**config.mk**
```make
export PLATFORM = sky130hd
export DESIGN_NAME = rng_scheduler
export DESIGN_NICKNAME = d
export VERILOG_FILES = /design/src/rtl/rng_scheduler.sv
export SDC_FILE = /design/constraint.sdc
export NUM_CORES = 1
export LEC_CHECK = 0
export CORE_MARGIN = 4
export CORE_UTILIZATION = 47
export CTS_CLUSTER_SIZE = 12
export DETAILED_ROUTE_END_ITERATION = 10
export MAX_ROUTING_LAYER = met4
export PLACE_DENSITY = 0.79
export SLEW_MARGIN = 20
export SYNTH_ARGS = -nofsm -noshare
export SYNTH_HDL_FRONTEND = slang
export SYNTH_SLANG_ARGS = --single-unit
```
**constraint.sdc**
```tcl
create_clock -name clk -period 3.4 [get_ports clk]
set_input_delay 1.02 -clock clk [delete_from_list [all_inputs] [get_ports clk]]
set_output_delay 1.02 -clock clk [all_outputs]
set_load 0.02 [all_outputs]
```
**src/rtl/rng_scheduler.sv**
```systemverilog
// Round-robin scheduler sharing one free-running 8-bit LFSR; returns bounded values by rejection sampling.
// Optional macro RNG_SCHED_MASK_EN masks each sample to the bound's bit width before comparing.
module rng_scheduler #(
    parameter int         NUM_REQ = 4,
    parameter logic [7:0] SEED    = 8'h01
) (
    input  logic                 clk,
    input  logic                 rst_n,
    input  logic [NUM_REQ-1:0]   req,
    input  logic [8*NUM_REQ-1:0] limit,
    output logic [NUM_REQ-1:0]   ack,
    output logic [7:0]           rnd_data,
    output logic                 busy
);
    localparam int         IW       = $clog2(NUM_REQ);
    localparam logic [7:0] SEED_EFF = (SEED == 8'h00) ? 8'h01 : SEED;

    typedef enum logic [1:0] {
        IDLE = 2'd0,
        DRAW = 2'd1,
        DONE = 2'd2
    } state_t;

    state_t        state;
    state_t        state_nxt;
    logic [7:0]    q;
    logic [7:0]    s;
    logic [7:0]    cand;
    logic [7:0]    lim_q;
    logic          accept;
    logic [IW-1:0] idx;
    logic [IW-1:0] rr_ptr;
    logic [IW-1:0] grant_idx;
    logic [IW-1:0] pos;
    logic          found;
    logic [7:0]    lim_arr [NUM_REQ];

    function automatic logic [IW-1:0] wrap_add(input logic [IW-1:0] base, input int k);
        int p;
        p = int'(base) + k;
        if (p >= NUM_REQ) p = p - NUM_REQ;
        return IW'(p);
    endfunction

    for (genvar i = 0; i < NUM_REQ; i++) begin : gen_lim
        assign lim_arr[i] = limit[8*i +: 8];
    end

    // Free-running LFSR; never reaches zero, so s = q - 1 spans 0..254.
    always_ff @(posedge clk or negedge rst_n) begin
        if (!rst_n) q <= SEED_EFF;
        else        q <= {q[6:0], q[7] ^ q[5] ^ q[4] ^ q[3]};
    end

    assign s = q - 8'd1;

    always_comb begin
        found     = 1'b0;
        grant_idx = rr_ptr;
        pos       = rr_ptr;
        for (int k = 0; k < NUM_REQ; k++) begin
            pos = wrap_add(rr_ptr, k);
            if (!found && req[pos]) begin
                found     = 1'b1;
                grant_idx = pos;
            end
        end
    end

`ifdef RNG_SCHED_MASK_EN
    logic [7:0] mask;
    logic [7:0] lim_m1;

    // Smallest all-ones mask covering lim_q-1 keeps the expected retry count below two.
    always_comb begin
        lim_m1 = lim_q - 8'd1;
        mask   = 8'h00;
        if (lim_q == 8'h00) begin
            mask = 8'hFF;
        end else begin
            for (int b = 0; b < 8; b++) begin
                if (mask < lim_m1) mask = {mask[6:0], 1'b1};
            end
        end
        cand = s & mask;
    end
`else
    assign cand = s;
`endif

    assign accept = (lim_q == 8'h00) || (cand < lim_q);

    always_ff @(posedge clk or negedge rst_n) begin
        if (!rst_n) state <= IDLE;
        else        state <= state_nxt;
    end

    always_comb begin
        state_nxt = state;
        case (state)
            IDLE: if (found) state_nxt = DRAW;
            DRAW: begin
                if (!req[idx])   state_nxt = IDLE;
                else if (accept) state_nxt = DONE;
            end
            DONE:    state_nxt = IDLE;
            default: state_nxt = IDLE;
        endcase
    end

    always_comb begin
        ack  = '0;
        busy = (state != IDLE);
        if (state == DONE) ack[idx] = 1'b1;
    end

    // Grant bookkeeping: limit is captured only at grant; an abandoned draw leaves rr_ptr alone.
    always_ff @(posedge clk or negedge rst_n) begin
        if (!rst_n) begin
            idx      <= '0;
            lim_q    <= 8'h00;
            rr_ptr   <= '0;
            rnd_data <= 8'h00;
        end else begin
            if (state == IDLE && found) begin
                idx   <= grant_idx;
                lim_q <= lim_arr[grant_idx];
            end
            if (state == DRAW && req[idx] && accept) rnd_data <= cand;
            if (state == DONE) rr_ptr <= wrap_add(idx, 1);
        end
    end
endmodule

```
Word-level counts from Yosys, hierarchy flattened
Index checks and enable logic that the tools add are counted.
Operators by class
  $add $sub $neg: 10
  $lt $le $gt $ge: 13
  equal/unequal tests: 4
  muxes and demuxes: 33
  bitwise operators: 4
  reductions and logical operators: 15
Operator list (count)
  $mux W2: 12
  $bmux W8 S2: 1
  $mux W8: 2
  $ge A3 B3 Y1 const B: 5
  $lt A2 B3 Y1 const B: 5
  $bmux W1 S2: 5
  $mux W1: 10
  $sub A2 B1 Y2 const B: 5
  $logic_not A8 Y1: 1
  $lt A8 B8 Y1: 1
  $sub A8 B1 Y8 const B: 1
  $logic_and A1 B1 Y1: 7
  $add A2 B1 Y3 const B: 2
  $add A2 B2 Y3 const B: 2
  $mux W4: 1
  $pmux W2 S2: 1
  $ge A2 B3 Y1 const B: 1
  $logic_not A1 Y1: 3
  $ne A3 B3 Y1 const B: 1
  $not A2 Y3: 1
  $xor A1 B1 Y1: 3
  $demux W1 S2: 1
  $eq A2 B1 Y1 const B: 1
  $eq A2 B2 Y1 const B: 1
  other kinds (6): 6
Word-level totals
  bits in registers: 30
  bits of input ports: 38
  output and inout bits: 13
  word-level logic and storage cells: 85

Depth between registers and ports, before layout
  word-level depth: 18
  gate-level depth with buffers: 10
  mapped depth without buffers: 10

Least setup slack after synthesis
No wires, ideal clock.
  kind: reg-to-reg
  from: reg q[0]
  to: reg rnd_data[0]
  library setup time: 0.125 ns
  arrival time: 2.583 ns
  required time: 3.275 ns
  setup slack: 0.692 ns
  stages on the path, launching flop included: 11
  path buffers: 0
  clock period less this slack: 2.708 ns
  cell sequence: dfstp_2 -> inv_1 -> ha_1 -> nand2_1 -> xnor2_1 -> ha_1 -> a21o_1 -> a211oi_1 -> a221oi_1 -> a211oi_4 -> mux2_2
On the way
  longest elaborated chain between the ends: 4
Ends and longest elaborated chain
  start: declaration: RTL line 26  | logic [7:0] q;
  start signal: assignment: RTL line 52  | else q <= {q[6:0], q[7] ^ q[5] ^ q[4] ^ q[3]};
  $sub A8 B1 Y8 (*): RTL line 55  | assign s = q - 8'd1;
  named net cand[0]: RTL line 28  | logic [7:0] cand;
  $lt A8 B8 Y1: RTL line 91  | assign accept = (lim_q == 8'h00) || (cand < lim_q);
  $logic_or A1 B1 Y1: RTL line 91
  $logic_and A1 B1 Y1: RTL line 129  | if (state == DRAW && req[idx] && accept) rnd_data <= cand;
  end signal: assignment: RTL line 129
  end: declaration: RTL line 12  | output logic [7:0] rnd_data,
Mark *: on every way through the listed nets, which the timed path passes. The rest lies on a longest branch.
A chain may end at the register's enable or synchronous reset.

Worst setup path in the final report
  from: reg q[0]
  to: reg rnd_data[1]
On the way
  longest elaborated chain between the ends: 4
Ends and longest elaborated chain (RTL line)
  $sub A8 B1 Y8: 55
  named net cand[0]: 28
  $lt A8 B8 Y1: 91
  $logic_or A1 B1 Y1: 91
  $logic_and A1 B1 Y1: 129
The timed path passes the listed nets, and every way through them passes these cells.

==> results.txt <==
----------------------------------------------------
[Outcome]
  Run status ... finished, final reports clean

[GRT]
  Overflow after GRT ... 0
  Number of global-route vias before repair ... roughly 1500
  Global-route wire length before repair ... ~7000 um
  Number of antenna violations at the first check in global routing ... 0
  Pin count of the biggest net entering global routing ... 31
  Global-route usage over all layers ... between 10% and 20%

[Yosys]
  Post-synth EDFFs ... 0
  Unique cell type count in the Yosys netlist ... 35
  Dominant synthesized flop cell ... dfrtp_1
  Yosys warns ... 0
  Cell type with the highest aggregate area in the netlist ... dfrtp_1
  Syn Area/Cell ... 10.6 um^2
  Synth async-reset ratio ... 100%
  Post-synth top area share ... between 40% and 50%
  Synthesized net count ... around 220
  Post-synth design cell area ... roughly 1800 um^2
  Synth top cells by count ... dfrtp_1, mux2i_1, inv_1, nand2_1, ha_1
  Most instantiated library cell after synthesis ... dfrtp_1
  Top cells by area in the synthesized netlist ... dfrtp_1, mux2i_1, ha_1, mux2_2, o221ai_1
  Share of synthesized area occupied by flip-flops and latches ... a little over two fifths
  Flop and latch count out of synthesis ... 30
  Syn Inst Count ... 167

[Setup path]
  Crit path DAT ... 3.24 ns
  Peak fanout along the critical path ... 9
  Number of cells on the critical path ... 10
  Critical register-to-register path endpoint ... rnd_data[1]
  Required time of the critical path ... about 3.6 ns
  Reg-to-reg slack, setup ... roughly 0.32 ns
  WP buf/inv ... 1
  Max stage delay cell, worst path ... dfstp_2
  Worst-path cell chain ... inv_1 -> ha_1 -> nand2_1 -> xnor2_1 -> ha_1 -> a21o_1 -> a211oi_1 -> a221oi_1 -> a211oi_4 -> mux2_2
  Critical Setup Path Class ... flip-flop to flip-flop
  Worst reg2reg path depth ... 10
  Slowest Stage Delay on Critical Path ... 0.55 ns
  Dominant delay contributor by cell family on the critical path ... compound AO/OA/AOI/OAI gates
  Kind of end point of the critical path ... flip-flop
  Startpoint of the worst-slack reg-to-reg timing path ... q[0]
  Worst setup endpoint ... rnd_data[1]
  Critical path origin ... q[0]
  Launching element type of the critical path ... flip-flop
  Worst path most repeated cell ... ha_1

[Clocking]
  Insertion delay of the later-clocked pin in the worst-skew pair ... between 0.2 and 0.3 ns
  Clk buf depth ... 2
  Buffer count from post-CTS setup fixing ... 0
  CTS Root Cell ... clkbuf_8
  Count of cells resized by post-cts repair ... 0
  Clock sink total ... 30
  Number of buffers added to fix hold violations after cts ... 0
  Clock tree from TritonCTS ... yes
  Number of H-tree levels ... 2
  Reg clk slew, reported paths ... around 0.050 ns
  CTS buffer count ... 5

[Worst hold path]
  Worst min-delay path class ... flip-flop to flip-flop

[Placement]
  Total placed instance area ... between 2000 and 2500 um^2
  Buffers on Ports ... 50
  Final RePlAce weighted congestion ... 0.856
  HPWL after detailed placement ... approximately 3000 um
  Worst slack at placement ... ~0.25 ns

[Pwr]
  Peak supply drop ... between 0.2 and 0.3 mV
  Static Leakage ... between 1 and 1.5 nW
  P per Cell Area ... 668 nW/um^2

[Layout]
  Storage cell area ... around 750 um^2
  Area overhead of the layout relative to synthesis ... 35.7%
  Final net count ... 270
  ANT cells ... 0
  Final core utilization ... ~66%
  Count of filler cells inserted in the layout ... roughly 300
  Design Area, Final ... about 2400 um^2
  Ratio of cells with drive above 1 in the final layout ... a little over a tenth
  Area of combinational cells with multiple inputs ... around 940 um^2

[Floorplan]
  Number of placement rows ... 22
  Die outline area ... a little under 5000 um^2
  Initial Utilization ... between 40% and 50%
  Y dimension of the die ... ~70 um
  IO Pins ... ~50
  Std-Cell Core Area ... 3660 um^2
  Horizontal extent of the die ... between 60 and 70 um

[Timing]
  Pin slew with the least headroom to its limit ... between 1 and 1.5 ns
  Total setup violations reported at the end of the flow ... 0
  RSZ-0062 raised after global routing ... no
  Smallest setup slack after layout ... between 0.3 and 0.4 ns
  Clock period minus worst slack ... 3.08 ns
  Post-route setup TNS ... 0 ns
  Max-slew violation count ... 0
  Worst-case headroom to the max-slew limit ... about a third
  Post-route fraction of the period consumed by the critical path ... about nine tenths
  Worst-case clock skew ... 0.00807 ns
  Endpoints failing hold ... 0
  Maximum clock rate ... 325 MHz

[Drt]
  Number of routed nets with antenna violations ... 0
  Via count ... roughly 1400
  Router iterations before antenna repair ... 4
  DRC Markers ... 0
  DRC violation total after the first TritonRoute iteration ... 24
  DR vias/cell ... 5.20
  Average wire length per cell after detail routing ... roughly 14 um
  WL final ... roughly 3900 um

[Flow run]
  Max Cap Viol ... 0

----------------------------------------------------
registers in the layout, indices dropped and copies added (netlist names):
| name | count |
|---|---|
| lim_q | 8 |
| q | 8 |
| rnd_data | 8 |
| idx | 2 |
| rr_ptr | 2 |
| state | 2 |
power by group:
group,switching [mW],internal (mW)
logic,0.384,0.382
registers,0.0926,0.475
clock network,0.124,0.145
layout by cell type (no fill, tap or decap), types with 2 or more instances in the layout:
master	instances
xor2_1	5
clkbuf_8	5
mux2_2	9
nor2b_1	4
a21oi_1	4
clkdlybuf4s50_1	50
o31ai_1	2
inv_1	16
or2_2	3
mux2i_1	17
a21o_1	3
o21ai_0	5
o221ai_1	9
xnor2_1	3
nand2_1	16
nor2_1	5
and2_1	4
clkbuf_1	3
dfrtp_1	29
ha_1	12
logic make-up after synthesis:
logic type               synth area share [%]
AO/OA/AOI/OAI                            12.3
XOR/XNOR                                 3.96
adder cells (fa/ha/maj)                  8.49
buffers and inverters                    4.60
flip-flops                               42.5
multiplexers                             16.6
AND/OR/NAND/NOR                          11.5
worst min-delay path by stage:
| stage | start | endpoint | cells after the start |
|---|---|---|---|
| detailed placement | q[1] | q[2] | 0 |
| CTS | q[1] | q[2] | 0 |
| floorplan | q[1] | q[2] | 0 |
| global placement | q[1] | q[2] | 0 |
| finish | q[1] | q[2] | 0 |
| global route | q[1] | q[2] | 0 |
cell type report:
cell class | count | area share [%]
clock buffer | 8 | 3.34
multi-input combinational | 116 | 39.1
inverter | 16 | 2.50
tap | 48 | 2.50
sequential | 30 | 31.4
timing repair buffer | 51 | 21.2
layer usage:
metal | vias to the layer above | track usage (%) | part of all wire (%)
met3 | 12 | 5.51 | 4.6
met2 | 40 | 28.7 | 50
met5 | - | - | 0
met1 | 653 | 21.6 | 42
met4 | 0 | 8.24 | 2.9
li1 | 693 | - | -
metrics by stage:
stage          hold slack, ns  total power [mW]  std cells
3_5_place_dp            0.409              1.35        261
5_1_grt                 0.426              1.74        269
4_1_cts                 0.422              1.62        269
3_3_place_gp            0.389              1.31        261
2_1_floorplan           0.374              1.09        167
6_report                0.421              1.60        269
(Power assumes the default switching activity.)
